--- src/rtl/steg_pkg.sv ---
// steg_pkg: shared character width, terminator default and message FSM encoding for the steganography decoder
package steg_pkg;
  localparam int CHAR_W = 8;
  localparam logic [CHAR_W-1:0] TERM_DEFAULT = 8'h00;
  typedef enum logic {COLLECT = 1'b0, DONE = 1'b1} state_t;
endpackage

--- src/rtl/bit_deserializer.sv ---
// bit_deserializer: shifts accepted LSBs into a byte and strobes on every 8th accept
module bit_deserializer
  import steg_pkg::*;
#(
  parameter bit MSB_FIRST = 1'b1
) (
  input  logic              clk,
  input  logic              reset,
  input  logic              i_clr,
  input  logic              i_accept,
  input  logic              i_bit,
  output logic [2:0]        o_cnt,
  output logic [CHAR_W-1:0] o_byte,
  output logic              o_byte_done
);
  logic [CHAR_W-1:0] r_sr;
  logic [2:0]        r_cnt;
  logic [CHAR_W-1:0] w_next;
  // o_byte is the post-shift value so the parent can capture the byte on the 8th accept edge
  assign w_next      = MSB_FIRST ? {r_sr[CHAR_W-2:0], i_bit} : {i_bit, r_sr[CHAR_W-1:1]};
  assign o_byte      = w_next;
  assign o_cnt       = r_cnt;
  assign o_byte_done = i_accept & (r_cnt == 3'd7);
  always_ff @(posedge clk) begin
    if (reset | i_clr) begin
      r_sr  <= '0;
      r_cnt <= '0;
    end else if (i_accept) begin
      r_sr  <= w_next;
      r_cnt <= r_cnt + 3'd1;
    end
  end
endmodule

--- src/rtl/lsb_message_assembler.sv ---
// lsb_message_assembler: packs extracted LSBs into characters, emits them via valid/ready, stops on terminator or limit
module lsb_message_assembler
  import steg_pkg::*;
#(
  parameter bit                MSB_FIRST = 1'b1,
  parameter logic [CHAR_W-1:0] TERM_CHAR = TERM_DEFAULT,
  parameter int                MAX_CHARS = 256,
  localparam int               CW        = $clog2(MAX_CHARS + 1)
) (
  input  logic              clk,
  input  logic              reset,
  input  logic              restart,
  input  logic              bit_valid,
  input  logic              bit_in,
  output logic              bit_ready,
  output logic              char_valid,
  output logic [CHAR_W-1:0] char_out,
  input  logic              char_ready,
  output logic              msg_done,
  output logic              overflow,
  output logic [CW-1:0]     char_count
);
  state_t            r_state;
  state_t            w_state_nxt;
  logic              r_char_valid;
  logic [CHAR_W-1:0] r_char;
  logic              r_msg_done;
  logic              r_overflow;
  logic [CW-1:0]     r_count;
  logic [2:0]        w_cnt;
  logic [CHAR_W-1:0] w_byte;
  logic              w_byte_done;
  logic              w_accept;
  logic              w_hs;
  logic              w_term;
  logic              w_max;
  logic              w_load;
  assign bit_ready = (r_state == COLLECT) & ((w_cnt != 3'd7) | ~r_char_valid | char_ready);
  assign w_accept  = bit_valid & bit_ready & ~restart;
  assign w_hs      = r_char_valid & char_ready;
  assign w_term    = w_byte_done & (w_byte == TERM_CHAR);
  assign w_max     = w_hs & (r_state == COLLECT) & (r_count == CW'(MAX_CHARS - 1));
  // a byte completing on the limit-reaching handshake lies beyond the limit and is dropped
  assign w_load    = w_byte_done & ~w_term & ~w_max;
  bit_deserializer #(.MSB_FIRST(MSB_FIRST)) u_deser (
    .clk        (clk),
    .reset      (reset),
    .i_clr      (restart),
    .i_accept   (w_accept),
    .i_bit      (bit_in),
    .o_cnt      (w_cnt),
    .o_byte     (w_byte),
    .o_byte_done(w_byte_done)
  );
  always_comb begin
    w_state_nxt = (r_state == COLLECT && (w_term || w_max)) ? DONE : r_state;
  end
  always_ff @(posedge clk) begin
    if (reset | restart) begin
      r_state      <= COLLECT;
      r_char_valid <= 1'b0;
      r_char       <= '0;
      r_msg_done   <= 1'b0;
      r_overflow   <= 1'b0;
      r_count      <= '0;
    end else begin
      r_state      <= w_state_nxt;
      r_char_valid <= w_load | (r_char_valid & ~char_ready);
      if (w_load) r_char <= w_byte;
      if (w_hs) r_count <= r_count + 1'b1;
      r_msg_done   <= r_msg_done | w_term | w_max;
      r_overflow   <= r_overflow | w_max;
    end
  end
  assign char_valid = r_char_valid;
  assign char_out   = r_char;
  assign msg_done   = r_msg_done;
  assign overflow   = r_overflow;
  assign char_count = r_count;
endmodule
--- config.mk ---
export PLATFORM = sky130hd
export DESIGN_NAME = lsb_message_assembler
export DESIGN_NICKNAME = d
export VERILOG_FILES = /design/src/rtl/steg_pkg.sv /design/src/rtl/bit_deserializer.sv /design/src/rtl/lsb_message_assembler.sv
export SDC_FILE = /design/constraint.sdc
export NUM_CORES = 1
export LEC_CHECK = 0
export ABC_AREA = 1
export ABC_CLOCK_PERIOD_IN_PS = 3820
export CAP_MARGIN = 20
export CORE_ASPECT_RATIO = 0.75
export CORE_MARGIN = 2
export CORE_UTILIZATION = 45
export CTS_CLUSTER_DIAMETER = 50
export DETAILED_ROUTE_END_ITERATION = 8
export PLACE_DENSITY = 0.81
export SYNTH_ARGS = -nofsm -noshare
export SYNTH_HDL_FRONTEND = slang
export SYNTH_SLANG_ARGS = --single-unit
--- constraint.sdc ---
create_clock -name clk -period 3.82 [get_ports clk]
set_input_delay 0.764 -clock clk [delete_from_list [all_inputs] [get_ports clk]]
set_output_delay 0.764 -clock clk [all_outputs]
set_load 0.02 [all_outputs]
==> results.py, run 1 <==
metrics = {
    "synthesis": {
        "synth_seq_area_share": 0.446,
        "syn_inst": 184,
        "syn_area_um2": 1390,
        "ys_warn_count": 0,
        "synth_nets": 194,
        "ys_ff_latch": 31,
        "synth_cell_types": 22,
        "avgSynthCellArea_um2": 7.55,
    },
    "placed_design": {
        "globalplace.congestion": 0.755,
        "place_area_um2": 1660,
        "hpwl_um": 1790,
        "io_buffers": 26,
    },
    "global_routing": {
        "grt_antenna_before_repair": 0,
        "grt_pass1_wl_um": 4200,
        "grt_util_all_layers": 0.164,
        "grt-busiest-layer": "met2",
        "grtUsageMet3": 0.0584,
        "grt_use_met1": 0.196,
        "grt_pass1_vias": 992,
        "overflow": 0,
        "met2_usage": 0.261,
        "grt_max_degree": 28,
    },
    "timing": {
        "max_freq_mhz": 353,
        "fin_crit_sh": 0.741,
        "worstMarginPinSlew_ns": 0.412,
        "slew_headroom": 0.724,
        "skew_ns": 0.00277,
        "rsz0062_at_grt": "false",
        "fin_crit_ns": 2.83,
        "setup_viol": 0,
        "tns_ns": 0,
        "slew_viol_final": 0,
        "hold_viol_final": 0,
    },
    "hold_path": {
        "hp-class": "reg -> reg",
        "hold_end": "u_deser.o_cnt[1]",
        "min_path_cells": 2,
        "min-delay-start": "u_deser.o_cnt[1]",
    },
    "worst_setup_path": {
        "r2r_start": "char_count[0]",
        "slowest_delay_ns": 0.62,
        "critPathLaunchType": "input pin",
        "path_buf_inv": 3,
        "required_ns": 3.06,
        "worstSetupEndpointType": "output port",
        "crit_chain": "clkdlybuf4s50_1, inv_1, a31oi_1, clkdlybuf4s50_1",
        "path_class": "in -> out",
        "cpMostUsedCell": "clkdlybuf4s50_1",
        "ff2ff_path_depth": 9,
        "arrival_ns": 2.07,
        "slowest_stage": "clkdlybuf4s50_1",
        "crit_fanout": 3,
        "cpLargestDelayFamily": "buffers and inverters",
        "r2r_slack_ns": 1.96,
        "timing.rr.end": "char_out[0]",
    },
    "clock_tree": {
        "ctsHoldBuffers": 0,
        "cts.sinks": 31,
        "post-cts-setup-buffers": 0,
        "cts.clk_slew.worst_paths_ns": 0.06,
        "h-tree-depth": 2,
        "cts_made_buffers": 5,
        "clockBufferDepth": 2,
        "cts_resized": 0,
        "clock_latency_ns": 0.28,
        "tritoncts": "yes",
        "cts-root-buf": "clkbuf_8",
    },
    "status": {
        "status": "finished, final reports clean",
    },
    "final_layout": {
        "area_growth_pct": 25.7,
        "fin_area_um2": 1750,
        "drive_above_1_share": 0.0845,
        "nets": 223,
        "antenna_cells": 0,
        "fillerInstances": 285,
    },
    "route": {
        "wl_per_cell_um": 10.1,
        "via_per_inst": 4.68,
        "drtIter0Drc": 33,
        "wirelength_um": 2550,
        "dr.pass1.iters": 4,
        "drc": 0,
        "vias": 1174,
        "ant_nets": 0,
    },
    "power": {
        "leakagePower_uw": 0.000649,
        "vdd_drop_max_mv": 0.278,
        "power_uw": 623,
        "power.density_nw_per_um2": 356,
    },
    "floorplan": {
        "die_h_um": 52.1,
        "die_x_um": 68.2,
        "initial_utilization": 0.474,
        "ios": 27,
        "die-area_um2": 3550,
        "placementRows": 17,
        "core_area_um2": 2940,
    },
    "run": {
        "cap_violations": 0,
    },
}
## kinds of logic (layout without fill, tap and decap cells)
| logic type | Yosys count | after routing | synth area share |
|---|---|---|---|
| xor+xnor | 1 | 1 | 0.00630 |
| fa+ha+maj | 4 | 4 | 0.0360 |
| buf+inv | 31 | 60 | 0.104 |
| compound gates | 40 | 40 | 0.148 |
| simple gates | 77 | 77 | 0.260 |
| flops | 31 | 31 | 0.446 |
## cell type report
class	count	area (um^2)	area share
multi-input combinational	122	626	0.358
sequential	31	621	0.355
timing repair buffer	27	268	0.153
inverter	26	97.6	0.0559
clock buffer	6	82.6	0.0473
tap	38	47.5	0.0272
clock inverter	1	5.00	0.00287
## cells in the mapped netlist
| master | count | area share |
|---|---|---|
| a21oi_1 | 23 | 0.083 |
| a21oi_2 | 1 | 0.0063 |
| a31oi_1 | 1 | 0.0045 |
| buf_2 | 1 | 0.0036 |
| buf_6 | 2 | 0.016 |
| clkbuf_2 | 1 | 0.0036 |
| clkbuf_8 | 1 | 0.0099 |
| dfxtp_1 | 31 | 0.45 |
| ha_1 | 4 | 0.036 |
| inv_1 | 24 | 0.065 |
| inv_2 | 2 | 0.0054 |
| nand2_1 | 27 | 0.073 |
| nand2_2 | 1 | 0.0045 |
| nand2_4 | 1 | 0.0081 |
| nand3_1 | 12 | 0.043 |
| nand3_2 | 2 | 0.014 |
| nand4_1 | 1 | 0.0045 |
| nor2_1 | 30 | 0.081 |
| nor2_4 | 1 | 0.0081 |
| nor3_4 | 2 | 0.023 |
| o21ai_0 | 15 | 0.054 |
| xor2_1 | 1 | 0.0063 |
## placed cells by master, fill, tap and decap left out, drive strengths merged
cell,netlist,final
buf,3,1
nor3,2,2
clkinv,0,1
nand4,1,1
clkdlybuf4s50,0,26
clkbuf,2,6
inv,26,26
dfxtp,31,31
a31oi,1,1
o21ai,15,15
xor2,1,1
nor2,31,31
ha,4,4
nand2,29,29
a21oi,24,24
nand3,14,14
## metrics by stage
stage | worst slack [ns] | hold slack [ns] | util | instances
floorplan | 1.89 | 0.427 | - | 184
detailed placement | 0.987 | 0.443 | 0.565 | 244
CTS | 0.982 | 0.453 | 0.595 | 251
global route | 0.927 | 0.476 | 0.595 | 251
global placement | 0.994 | 0.436 | 0.565 | 244
finish | 0.990 | 0.449 | 0.595 | 251
## report_power, final
part	leakage [uW]	switching [uW]	total [uW]	internal (uW)
clock network	0.0000470	117	258	141
registers	0.000250	2.20	329	327
logic	0.000351	22.9	36.0	13.1
total	0.000649	142	623	481
## metal layers
metal / share of wire / vias up / routed length [um]
li1: - / 646 / -
met1: 0.51 / 505 / 1300
met2: 0.43 / 18 / 1100
met3: 0.043 / 5 / 109
met4: 0.015 / 0 / 38
met5: 0 / - / 0
## registers in the layout (all words and copies together), names as in the netlist
name and count:
u_deser.r_sr 7, char_valid 1, msg_done 1, overflow 1
r_state 1, char_count 9, char_out 8, u_deser.o_cnt 3
## worst max-delay path by stage
stage | startpoint | cells after the start | end
finish | char_ready | 4 | bit_ready
global route | char_ready | 4 | bit_ready
CTS | char_ready | 4 | bit_ready
detailed placement | char_ready | 4 | bit_ready
global placement | char_ready | 4 | bit_ready
floorplan | char_ready | 2 | bit_ready
## worst register-to-register path: stages, from the launching register on
cell	delay (ns)
dfxtp_1	0.43
ha_1	0.24
nand3_1	0.11
nor2_1	0.14
ha_1	0.16
inv_1	0.07
nor3_4	0.26
nor2_4	0.15
a21oi_1	0.15
nor2_1	0.06
(Power assumes the default switching activity.)
==> inputs of run 2 (changes only) <==
--- a/config.mk
+++ b/config.mk
@@ -6,14 +6,14 @@
 export NUM_CORES = 1
 export LEC_CHECK = 0
 export ABC_AREA = 1
-export ABC_CLOCK_PERIOD_IN_PS = 3820
+export ABC_CLOCK_PERIOD_IN_PS = 2320
 export CAP_MARGIN = 20
 export CORE_ASPECT_RATIO = 0.75
 export CORE_MARGIN = 2
 export CORE_UTILIZATION = 45
 export CTS_CLUSTER_DIAMETER = 50
 export DETAILED_ROUTE_END_ITERATION = 8
-export PLACE_DENSITY = 0.81
+export PLACE_DENSITY = 0.84
 export SYNTH_ARGS = -nofsm -noshare
 export SYNTH_HDL_FRONTEND = slang
 export SYNTH_SLANG_ARGS = --single-unit
==> constraint.sdc (replaced) <==
create_clock -name clk -period 2.32 [get_ports clk]
set_input_delay 0.464 -clock clk [delete_from_list [all_inputs] [get_ports clk]]
set_output_delay 0.464 -clock clk [all_outputs]
set_load 0.02 [all_outputs]
==> results.py, run 2 (same netlist as run 1, synthesis figures left out) <==
metrics = {
    "status": {
        "status": "finished, final reports clean",
    },
    "route": {
        "dr.pass1.iters": 4,
        "via_per_inst": 4.86,
        "drtIter0Drc": 77,
        "drc": 0,
        "ant_nets": 0,
        "wl_per_cell_um": 10.6,
        "wirelength_um": 2670,
        "vias": 1224,
    },
    "final_layout": {
        "multi_input_area_um2": 626,
        "drive_above_1_share": 0.0841,
        "final_common_cell": "dfxtp_1",
        "largest_reg_flops": 9,
        "finalNonFillerCells": 252,
        "area_growth_pct": 26.7,
        "antenna_cells": 0,
        "final_cell_mix": "dfxtp_1 (31), nor2_1 (30), nand2_1 (27)",
        "post-route-util": 0.600,
        "fillerInstances": 262,
        "nets": 223,
        "area.sequential_um2": 621,
    },
    "timing": {
        "fin_crit_ns": 1.89,
        "skew_ns": 0.00577,
        "tns_ns": 0,
        "worstMarginPinSlew_ns": 0.419,
        "slew_headroom": 0.720,
        "fin_crit_sh": 0.814,
        "setup_viol": 0,
        "final.setup.worst_slack_ns": 0.432,
        "timing.hold.ws_ns": 0.453,
        "slew_viol_final": 0,
        "hold_viol_final": 0,
        "max_freq_mhz": 530,
        "rsz0062_at_grt": "false",
    },
    "placed_design": {
        "io_buffers": 26,
        "hpwl_um": 1810,
        "dp.cells": 244,
        "post-place-ws_ns": 0.0828,
        "globalplace.congestion": 0.765,
    },
    "floorplan": {
        "placementRows": 17,
        "ios": 27,
        "initial_utilization": 0.474,
        "die_x_um": 68.2,
        "die-area_um2": 3550,
        "die_h_um": 52.1,
        "core_area_um2": 2940,
    },
    "global_routing": {
        "grt_util_all_layers": 0.163,
        "grt_pass1_vias": 1007,
        "grt_max_degree": 28,
        "grt_pass1_wl_um": 4280,
        "grt_antenna_before_repair": 0,
        "overflow": 0,
    },
    "clock_tree": {
        "clockBufferDepth": 2,
        "clock_latency_ns": 0.28,
        "post-cts-setup-buffers": 0,
        "cts-root-buf": "clkbuf_8",
        "tritoncts": "yes",
        "cts.sinks": 31,
        "cts_made_buffers": 5,
        "cts.clk_slew.worst_paths_ns": 0.07,
        "h-tree-depth": 2,
    },
    "worst_setup_path": {
        "arrival_ns": 2.06,
        "r2r_start": "char_count[0]",
        "worstSetupEndpointType": "flop",
        "timing.rr.end": "char_out[7]",
        "r2r_slack_ns": 0.43,
        "required_ns": 2.49,
        "crit_start": "char_count[0]",
        "cpLargestDelayFamily": "simple AND/OR/NAND/NOR gates",
        "ff2ff_path_depth": 9,
        "path_class": "reg -> reg",
        "slowest_stage": "dfxtp_1",
        "crit_chain": "ha_1, nand3_1, nor2_1, ha_1, inv_1, nor3_4, nor2_4, a21oi_1, nor2_1",
        "critical_path.endpoint": "char_out[7]",
        "path_buf_inv": 1,
        "slowest_delay_ns": 0.43,
        "critPathLaunchType": "flop",
        "path_depth": 9,
        "crit_fanout": 17,
    },
    "power": {
        "power.density_nw_per_um2": 606,
        "vdd_drop_max_mv": 0.259,
        "leakagePower_uw": 0.000653,
    },
    "run": {
        "cap_violations": 0,
    },
    "hold_path": {
        "hp-class": "reg -> reg",
        "min-delay-start": "u_deser.o_cnt[1]",
    },
}
-- run 2: worst register-to-register path: stages, from the launching register on --
cell	delay, ns
dfxtp_1	0.43
ha_1	0.23
nand3_1	0.11
nor2_1	0.13
ha_1	0.15
inv_1	0.07
nor3_4	0.25
nor2_4	0.15
a21oi_1	0.19
nor2_1	0.07
-- run 2: worst min path at each step --
stage	endpoint	slack, ns	depth (start not counted)
CTS	u_deser.o_cnt[1]	0.46	2
floorplan	u_deser.o_cnt[1]	0.43	2
detailed placement	u_deser.o_cnt[1]	0.45	2
global route	u_deser.o_cnt[2]	0.48	2
global placement	u_deser.o_cnt[1]	0.44	2
finish	u_deser.o_cnt[1]	0.45	2
-- run 2: repair_timing --
action | 4_1_cts | 5_1_grt
setup endpoints to repair | 0 | 1
gates resized for setup | 0 | 1
hold buffers | 0 | 0
-- run 2: cell type report --
class	instances	area share
Clock buffer	8	0.0568
Tap cell	38	0.0270
Inverter	26	0.0554
Timing Repair Buffer	27	0.153
Sequential cell	31	0.352
Multi-Input combinational cell	122	0.355
-- run 2: where the power goes --
part / internal, uW / switching, uW / leakage [uW] / total (uW)
Clock: 270 / 196 / 0.0000515 / 466
Sequential: 538 / 3.75 / 0.000250 / 542
Combinational: 21.6 / 39.2 / 0.000351 / 60.8
-- run 2: metal layers --
| layer | global-route usage | vias up | wire (um) |
|---|---|---|---|
| met1 | 0.201 | 542 | 1300 |
| met4 | 0.0700 | 0 | 35 |
| met2 | 0.257 | 28 | 1210 |
| met3 | 0.0541 | 6 | 127 |
| met5 | 0 | - | 0 |
| li1 | - | 648 | - |
-- run 2: through the flow --
step | total power [uW] | area [um^2]
after detailed placement | 613 | 1660
after floorplan | 599 | 1390
after global placement | 612 | 1660
final | 1070 | 1760
after global routing | 1110 | 1760
after CTS | 1070 | 1760
==> inputs of run 3 (changes only) <==
--- a/config.mk
+++ b/config.mk
@@ -6,14 +6,14 @@
 export NUM_CORES = 1
 export LEC_CHECK = 0
 export ABC_AREA = 1
-export ABC_CLOCK_PERIOD_IN_PS = 2320
+export ABC_CLOCK_PERIOD_IN_PS = 1750
 export CAP_MARGIN = 20
 export CORE_ASPECT_RATIO = 0.75
 export CORE_MARGIN = 2
 export CORE_UTILIZATION = 45
 export CTS_CLUSTER_DIAMETER = 50
 export DETAILED_ROUTE_END_ITERATION = 8
-export PLACE_DENSITY = 0.84
+export PLACE_DENSITY = 0.81
 export SYNTH_ARGS = -nofsm -noshare
 export SYNTH_HDL_FRONTEND = slang
 export SYNTH_SLANG_ARGS = --single-unit
==> constraint.sdc (replaced) <==
create_clock -name clk -period 1.75 [get_ports clk]
set_input_delay 0.35 -clock clk [delete_from_list [all_inputs] [get_ports clk]]
set_output_delay 0.35 -clock clk [all_outputs]
set_load 0.02 [all_outputs]
==> results.py, run 3 (same netlist as run 1, synthesis figures left out) <==
metrics = {
    "timing": {
        "tns_ns": 0,
        "skew_ns": 0.00224,
        "fin_crit_ns": 1.69,
        "setup_viol": 0,
        "slew_viol_final": 0,
        "fin_crit_sh": 0.963,
        "max_freq_mhz": 593,
        "timing.hold.ws_ns": 0.454,
        "slew_headroom": 0.657,
        "hold_viol_final": 0,
        "rsz0062_at_grt": "true",
        "worstMarginPinSlew_ns": 0.513,
    },
    "hold_path": {
        "hp-class": "reg -> reg",
        "min_path_cells": 2,
    },
    "worst_setup_path": {
        "ff2ff_path_depth": 11,
        "path_class": "reg -> out",
        "required_ns": 1.40,
        "crit_fanout": 4,
        "critPathLaunchType": "flop",
        "arrival_ns": 1.34,
        "worstSetupEndpointType": "output port",
    },
    "route": {
        "wl_per_cell_um": 10.5,
        "wirelength_um": 2800,
        "dr.pass1.iters": 4,
        "vias": 1284,
        "ant_nets": 0,
        "drtIter0Drc": 54,
        "via_per_inst": 4.79,
        "drc": 0,
    },
    "final_layout": {
        "finalNonFillerCells": 268,
        "drive_above_1_share": 0.222,
        "final_cell_mix": "nor2_1 (28), dfxtp_1 (27), nand2_1 (26)",
        "area_growth_pct": 41.6,
        "largest_reg_flops": 9,
        "antenna_cells": 0,
        "final_common_cell": "nor2_1",
        "multi_input_area_um2": 689,
        "nets": 239,
        "fillerInstances": 244,
        "area.sequential_um2": 626,
    },
    "power": {
        "power.density_nw_per_um2": 730,
        "power_uw": 1440,
        "vdd_drop_max_mv": 0.555,
        "leakagePower_uw": 0.000764,
    },
    "placed_design": {
        "hpwl_um": 1800,
        "globalplace.congestion": 0.766,
        "dp.cells": 256,
        "io_buffers": 26,
    },
    "clock_tree": {
        "ctsHoldBuffers": 0,
        "clockBufferDepth": 2,
        "cts_made_buffers": 5,
        "tritoncts": "yes",
        "clock_latency_ns": 0.28,
        "cts.sinks": 31,
        "cts.clk_slew.worst_paths_ns": 0.06,
        "h-tree-depth": 2,
        "cts-root-buf": "clkbuf_8",
    },
    "global_routing": {
        "grt_util_all_layers": 0.176,
        "overflow": 0,
        "grt_pass1_wl_um": 4490,
        "grt_max_degree": 28,
        "grt_antenna_before_repair": 0,
        "grt_pass1_vias": 1082,
    },
    "floorplan": {
        "placementRows": 17,
        "core_area_um2": 2940,
        "initial_utilization": 0.474,
        "ios": 27,
        "die_h_um": 52.1,
        "die_x_um": 68.2,
        "die-area_um2": 3550,
    },
    "run": {
        "cap_violations": 0,
    },
    "status": {
        "status": "finished, final reports clean",
    },
}
run 3: cell count changes in the layout (fill, tap and decap cells not counted), sizes merged:
cell | previous run | this run
buf | 1 | 16
clkdlybuf4s50 | 25 | 24
nor2 | 31 | 33
run 3: path summary, 6_finish.rpt:
kind,startpoint,endpoint,slack (ns)
setup / recovery,char_count[5],char_count[5],0.06
hold / removal,u_deser.o_cnt[2],u_deser.o_cnt[2],0.45
setup reg to reg,char_count[5],char_out[4],0.07
hold reg to reg,u_deser.o_cnt[2],u_deser.o_cnt[2],0.45
run 3: stage by stage:
stage          cell area [um^2]  worst slack [ns]  utilization
2_1_floorplan              1400           0.00777            -
3_3_place_gp               1790            -0.210        0.610
3_5_place_dp               1790            -0.220        0.610
4_1_cts                    1890            0.0416        0.645
5_1_grt                    1970           -0.0299        0.671
6_report                   1970            0.0644        0.671
run 3: critical path, stage by stage (launching register included):
cell and delay [ns]:
dfxtp_2 0.34, buf_4 0.12, clkdlybuf4s50_1 0.59
run 3: layer usage:
layer | part of all wire | routed length [um] | up-vias | track usage
li1 | - | - | 680 | -
met1 | 0.49 | 1370 | 582 | 0.208
met2 | 0.45 | 1260 | 17 | 0.278
met3 | 0.043 | 121 | 5 | 0.0779
met4 | 0.016 | 44 | 0 | 0.0700
met5 | 0 | 0 | - | 0
run 3: report_power, final:
group          total (uW)  switching, uW  internal [uW]
Combinational         103           61.2           42.3
Sequential            718           4.57            713
Clock                 616            257            358
Total                1440            323           1110
run 3: cell type report:
class,instances,area share
clock buffers,8,0.0509
inverters,26,0.0496
multi-input cells,124,0.350
flip-flops and latches,31,0.318
well taps,38,0.0242
repair buffers,41,0.207
run 3: timing repair:
item                                   CTS  global route
setup endpoints to repair                5            10
gates cloned                             1             1
pin swaps                                2             7
resized for setup                        5            15
setup buffers                            0             3
endpoints found under the hold margin    0             0
